===== src/rtl/mem_ctrl_pkg.sv =====
// Shared definitions for the data-memory access controller: controller state
// encoding and default bus/memory geometry.
package mem_ctrl_pkg;

    localparam int ADDR_W_DEF    = 32;
    localparam int DATA_W_DEF    = 32;
    localparam int MEM_WORDS_DEF = 128;
    localparam int TIMEOUT_DEF   = 16;

    typedef enum logic [1:0] {
        ST_IDLE    = 2'd0,
        ST_ISSUE   = 2'd1,
        ST_CAPTURE = 2'd2,
        ST_ERROR   = 2'd3
    } state_t;

endpackage


===== src/rtl/mem_busy_timer.sv =====
// Busy-wait watchdog for the memory controller. Counts consecutive busy
// cycles spent in ISSUE and flags expiry on the cycle whose edge would be the
// TIMEOUT_CYCLES-th busy one. Only instantiated when MEMCTRL_TIMEOUT_EN is set.
module mem_busy_timer #(
    parameter int TIMEOUT_CYCLES = 16
) (
    input  logic clk,
    input  logic nreset,
    input  logic issue_i,
    input  logic busy_i,
    output logic expired_o
);

    localparam int CNT_W = $clog2(TIMEOUT_CYCLES + 1);

    logic [CNT_W-1:0] cnt_q;

    // Count busy edges while issuing; any other state clears the count.
    always_ff @(posedge clk or negedge nreset) begin
        if (!nreset) begin
            cnt_q <= '0;
        end else if (!issue_i) begin
            cnt_q <= '0;
        end else if (busy_i) begin
            cnt_q <= cnt_q + CNT_W'(1);
        end
    end

    assign expired_o = issue_i && busy_i && (cnt_q == CNT_W'(TIMEOUT_CYCLES - 1));

endmodule


===== src/rtl/mem_access_ctrl.sv =====
// CPU-side data-memory initiator. Takes one load/store from the MEM stage,
// drives the memory strobes under busy back-pressure, captures the registered
// read data and returns a one-cycle response (with range error and flush).
// Optional build macro: MEMCTRL_TIMEOUT_EN adds a busy-wait timeout that
// aborts the access into an error response after TIMEOUT_CYCLES busy cycles.
module mem_access_ctrl
    import mem_ctrl_pkg::*;
#(
    parameter int ADDR_W         = ADDR_W_DEF,
    parameter int DATA_W         = DATA_W_DEF,
    parameter int MEM_WORDS      = MEM_WORDS_DEF,
    parameter int TIMEOUT_CYCLES = TIMEOUT_DEF
) (
    input  logic              clk,
    input  logic              nreset,
    input  logic              req_valid,
    output logic              req_ready,
    input  logic              req_we,
    input  logic [ADDR_W-1:0] req_addr,
    input  logic [DATA_W-1:0] req_wdata,
    input  logic              flush,
    output logic              resp_valid,
    output logic [DATA_W-1:0] resp_data,
    output logic              resp_err,
    output logic [ADDR_W-1:0] mem_addr,
    output logic              mem_we,
    output logic              mem_re,
    output logic [DATA_W-1:0] mem_data,
    input  logic [DATA_W-1:0] mem_q,
    input  logic              mem_busy
);

    // One extra bit so the compare never wraps whatever MEM_WORDS is.
    localparam logic [ADDR_W:0] ADDR_LIMIT = (ADDR_W + 1)'(MEM_WORDS);

    state_t state_q, state_d;

    logic              mem_we_q, mem_we_d;
    logic              mem_re_q, mem_re_d;
    logic [ADDR_W-1:0] mem_addr_q, mem_addr_d;
    logic [DATA_W-1:0] mem_data_q, mem_data_d;
    logic              resp_valid_q, resp_valid_d;
    logic [DATA_W-1:0] resp_data_q, resp_data_d;
    logic              resp_err_q, resp_err_d;
    logic              flush_pending_q, flush_pending_d;

    logic accept;
    logic in_range;
    logic timeout;
    logic suppress;

    assign req_ready = (state_q == ST_IDLE);
    assign accept    = req_valid && req_ready;
    assign in_range  = ({1'b0, req_addr} < ADDR_LIMIT);
    // A flush seen on the completing edge still counts against this response.
    assign suppress  = flush_pending_q || flush;

`ifdef MEMCTRL_TIMEOUT_EN
    mem_busy_timer #(
        .TIMEOUT_CYCLES(TIMEOUT_CYCLES)
    ) u_busy_timer (
        .clk       (clk),
        .nreset    (nreset),
        .issue_i   (state_q == ST_ISSUE),
        .busy_i    (mem_busy),
        .expired_o (timeout)
    );
`else
    assign timeout = 1'b0;
`endif

    // State register.
    always_ff @(posedge clk or negedge nreset) begin
        if (!nreset) begin
            state_q <= ST_IDLE;
        end else begin
            state_q <= state_d;
        end
    end

    // Next-state decode.
    always_comb begin
        state_d = state_q;
        case (state_q)
            ST_IDLE: begin
                if (accept) begin
                    state_d = in_range ? ST_ISSUE : ST_ERROR;
                end
            end
            ST_ISSUE: begin
                if (timeout) begin
                    state_d = ST_ERROR;
                end else if (!mem_busy) begin
                    state_d = ST_CAPTURE;
                end
            end
            ST_CAPTURE: state_d = ST_IDLE;
            ST_ERROR:   state_d = ST_IDLE;
            default:    state_d = ST_IDLE;
        endcase
    end

    // Next values of the registered bus and response outputs.
    always_comb begin
        mem_we_d        = mem_we_q;
        mem_re_d        = mem_re_q;
        mem_addr_d      = mem_addr_q;
        mem_data_d      = mem_data_q;
        resp_valid_d    = 1'b0;
        resp_data_d     = resp_data_q;
        resp_err_d      = resp_err_q;
        flush_pending_d = flush_pending_q;
        case (state_q)
            ST_IDLE: begin
                flush_pending_d = 1'b0;
                mem_we_d        = 1'b0;
                mem_re_d        = 1'b0;
                if (accept && in_range) begin
                    mem_we_d   = req_we;
                    mem_re_d   = !req_we;
                    mem_addr_d = req_addr;
                    mem_data_d = req_wdata;
                end
            end
            ST_ISSUE: begin
                flush_pending_d = flush_pending_q || flush;
                if (timeout || !mem_busy) begin
                    mem_we_d = 1'b0;
                    mem_re_d = 1'b0;
                end
            end
            ST_CAPTURE: begin
                resp_valid_d    = !suppress;
                resp_data_d     = mem_q;
                resp_err_d      = 1'b0;
                flush_pending_d = 1'b0;
            end
            ST_ERROR: begin
                resp_valid_d    = !suppress;
                resp_data_d     = '0;
                resp_err_d      = 1'b1;
                flush_pending_d = 1'b0;
            end
            default: begin
                mem_we_d = 1'b0;
                mem_re_d = 1'b0;
            end
        endcase
    end

    // Output and datapath registers.
    always_ff @(posedge clk or negedge nreset) begin
        if (!nreset) begin
            mem_we_q        <= 1'b0;
            mem_re_q        <= 1'b0;
            mem_addr_q      <= '0;
            mem_data_q      <= '0;
            resp_valid_q    <= 1'b0;
            resp_data_q     <= '0;
            resp_err_q      <= 1'b0;
            flush_pending_q <= 1'b0;
        end else begin
            mem_we_q        <= mem_we_d;
            mem_re_q        <= mem_re_d;
            mem_addr_q      <= mem_addr_d;
            mem_data_q      <= mem_data_d;
            resp_valid_q    <= resp_valid_d;
            resp_data_q     <= resp_data_d;
            resp_err_q      <= resp_err_d;
            flush_pending_q <= flush_pending_d;
        end
    end

    assign mem_we     = mem_we_q;
    assign mem_re     = mem_re_q;
    assign mem_addr   = mem_addr_q;
    assign mem_data   = mem_data_q;
    assign resp_valid = resp_valid_q;
    assign resp_data  = resp_data_q;
    assign resp_err   = resp_err_q;

endmodule


===== config.mk =====
export PLATFORM = sky130hd
export DESIGN_NAME = mem_access_ctrl
export DESIGN_NICKNAME = d
export VERILOG_FILES = /design/src/rtl/mem_ctrl_pkg.sv /design/src/rtl/mem_busy_timer.sv /design/src/rtl/mem_access_ctrl.sv
export SDC_FILE = /design/constraint.sdc
export NUM_CORES = 1
export LEC_CHECK = 0
export CAP_MARGIN = 15
export CORE_MARGIN = 5
export CORE_UTILIZATION = 39
export CTS_CLUSTER_DIAMETER = 50
export DETAILED_ROUTE_END_ITERATION = 6
export GPL_TIMING_DRIVEN = 0
export PLACE_DENSITY_LB_ADDON = 0.2
export SLEW_MARGIN = 15
export SYNTH_ARGS = -nofsm -noshare
export SYNTH_HDL_FRONTEND = slang
export SYNTH_SLANG_ARGS = --single-unit

===== constraint.sdc =====
create_clock -name clk -period 2.76 [get_ports clk]
set_input_delay 0.69 -clock clk [delete_from_list [all_inputs] [get_ports clk]]
set_output_delay 0.69 -clock clk [all_outputs]
set_load 0.01 [all_outputs]

==> flow_summary.toml <==
[outcome]
status = "finished, final reports clean"

[power]
power_leakage_uw = 0.002900
vdd_ir_drop_max_mv = 0.5062
power_density_nw_per_um2 = 662.5

[setup_path]
setup.worst_path.start_class = "register"
cp_slowest_cell = "clkdlybuf4s50_1"
slowest_delay_ns = 0.49
cp_max_fo = 10
cp-end-kind = "output port"
critPathRequiredTime_ns = 2.07
rr_startpoint = "state_q[0]"
cp.arrival_ns = 1.91
crit_chain = "clkbuf_1, buf_2, nor2_1, clkdlybuf4s50_1"
cp-startpoint = "state_q[1]"
crit_type = "reg2out"

[die]
die_x_um = 109.7
die_area_um2 = 12040
start_util_pct = 39.88
core_um2 = 9729
io_pins = 203
fp-row-count = 36
die_y_um = 109.7

[place]
io_buffer_count = 202
dp_cells = 643
place.gp.congestion = 0.7526
dp_hpwl_mm = 8.045

[grt]
overflow = 0
antenna_found_initial = 0
grt_start_max_net_pins = 58
groute.usage.overall_pct = 17.19
grt_pass1_vias = 3135
grt_pass1_wl_mm = 15.82

[timing]
tightest_slew_ns = 0.4589
max_freq_ghz = 0.3842
finClkSkew_ns = 0.009085
slew_viol_final = 0
finalCritPeriodShare_pct = 94.31
period_minus_slack_ns = 2.603
whs_ns = 0.2485
setup_viol = 0
maxSlewHeadroom_pct = 69.40
final_hold_viol_count = 0
rsz0062_at_grt = "false"

[min_path]
min_path_type = "in2async"

[drt]
dr_total_vias = 2985
wl_mm = 10.35
first_iter_violations = 102
viasPerCell = 4.536
drc = 0
dr.pass1.iters = 4
detail-route-antenna-nets = 0
wl_per_cell_um = 15.73

[cells_and_area]
n_antenna_cell = 0
syn2layout_area_growth_pct = 62.62
drive_above_1_share_pct = 9.905
fillerInstances = 783
num-nets-final = 623
final_cells = 658

[clock_tree]
clock_path_buffers = 2
cts-root-buf = "clkbuf_8"
cts_tree = "done"
clk_latency_ns = 0.36
h-tree-depth = 3
numCtsBuffers = 9
ctsHoldBuffers = 0
clkTransAtPathRegs_ns = 0.09
cts_sinks = 103

[synthesis]
synth_cell_types = 25
synthesis.nets = 409
synthesis.instances = 307
synth_edf_count = 0
avgSynthCellArea_um2 = 12.64
ys_seq_area_share_pct = 66.43
async_reset_ff_share_pct = 100.0
synth_ff_type = "dfrtp_1"
synth-seq-cells = 103
ys_warn_count = 0
netlist_area_um2 = 3880

[run]
drv_cap = 0
-- power breakdown --
part           total (uW)  internal (uW)  switching [uW]
Sequential           1850           1730             118
Combinational        1320            691             633
Clock                1010            508             498
-- state kept, by name, indices dropped and copies added, names as in the netlist --
signal	flops
flush_pending_q	1
resp_err	1
mem_we	1
mem_addr	32
state_q	2
mem_data	32
mem_re	1
resp_data	32
resp_valid	1
-- cell families (layout without fill, tap and decap cells) --
logic type	Yosys count	count (layout)	share of synthesized area, %
and+or+nand+nor	77	77	10.42
muxes	41	41	11.87
DFF	103	103	66.43
buffers and inverters	51	269	5.708
AOI/OAI and AO/OA	35	35	5.579
-- final timing paths --
kind,to,slack [ns],cells past startpoint
min in group clk,mem_data[27],0.49,1
hold / removal,mem_addr[16],0.25,1
setup / recovery,req_ready,0.16,4
max in group asynchronous,resp_data[31],1.90,2
setup reg to reg,mem_data[20],0.59,6
hold reg to reg,mem_data[27],0.49,1
-- critical path, delay by kind of cell (launching register included) --
kind          cells  cell delay [ns]
buf+inv           3             1.12
flops             1             0.36
simple gates      1             0.07
-- area by class of cell --
class | count | area (um2) | area share, %
sequential | 103 | 2577 | 40.85
clock buffer | 10 | 127.6 | 2.023
buffer | 18 | 98.84 | 1.567
clock inverter | 5 | 83.83 | 1.329
multi-input combinational | 153 | 1081 | 17.13
tap | 133 | 166.4 | 2.637
timing repair buffer | 203 | 2051 | 32.50
inverter | 33 | 123.9 | 1.963
-- synth_stat cells, types with 2 or more instances --
library cell | n | area share (%)
a22o_1 | 2 | 0.45
buf_1 | 4 | 0.39
buf_2 | 3 | 0.39
buf_6 | 3 | 0.87
clkbuf_1 | 7 | 0.68
dfrtp_1 | 103 | 66
inv_1 | 33 | 3.2
mux2_1 | 13 | 3.8
mux2_2 | 27 | 7.8
nand2_1 | 33 | 3.2
nor2_1 | 5 | 0.48
nor2b_1 | 26 | 4.2
nor4_1 | 6 | 0.97
o21ai_0 | 7 | 0.90
o22ai_1 | 25 | 4.0
-- repair_timing --
| action | in CTS | in global routing |
|---|---|---|
| endpoints found under the setup margin | 1 | 0 |
| buffers inserted | 0 | 0 |
| hold endpoints to repair | 0 | 0 |
| resized for setup | 1 | 0 |
-- placed cells by master (no fill, tap or decap), drive strengths merged --
master         count
nor3               1
bufinv             2
or3b               1
nand2             33
o21ai              7
nor4               7
mux2i              1
nor2b             26
o22ai             25
mux2              40
clkinvlp           2
and2               1
clkdlybuf4s50    201
inv               33
clkbuf            17
a22o               2
nor3b              1
dfrtp            103
nor2               5
buf               13
a21o               1
nand4              1
or3                1
clkinv             1
-- stage by stage --
step	area [um2]	total power, uW	setup WS (ns)	util, %	setup TNS [ns]
after CTS	6310	4234	0.1383	64.85	0
final	6310	4180	0.1570	64.85	0
after global routing	6310	4424	0.02534	64.85	0
after global placement	6068	3168	-2.776	62.37	-290.25
after floorplan	3880	2431	0.5648	-	0
after detailed placement	6097	3211	-0.2222	62.67	-6.104
-- layer usage --
metal / vias up / routed length, um / GRT usage [%]
met1: 1418 / 4140 / 20.19
met2: 120 / 5019 / 28.99
met5: - / 0 / 0
li1: 1438 / - / -
met4: 0 / 108 / 4.720
met3: 9 / 1081 / 7.164
No activity file was read; power rests on OpenSTA's default activity.
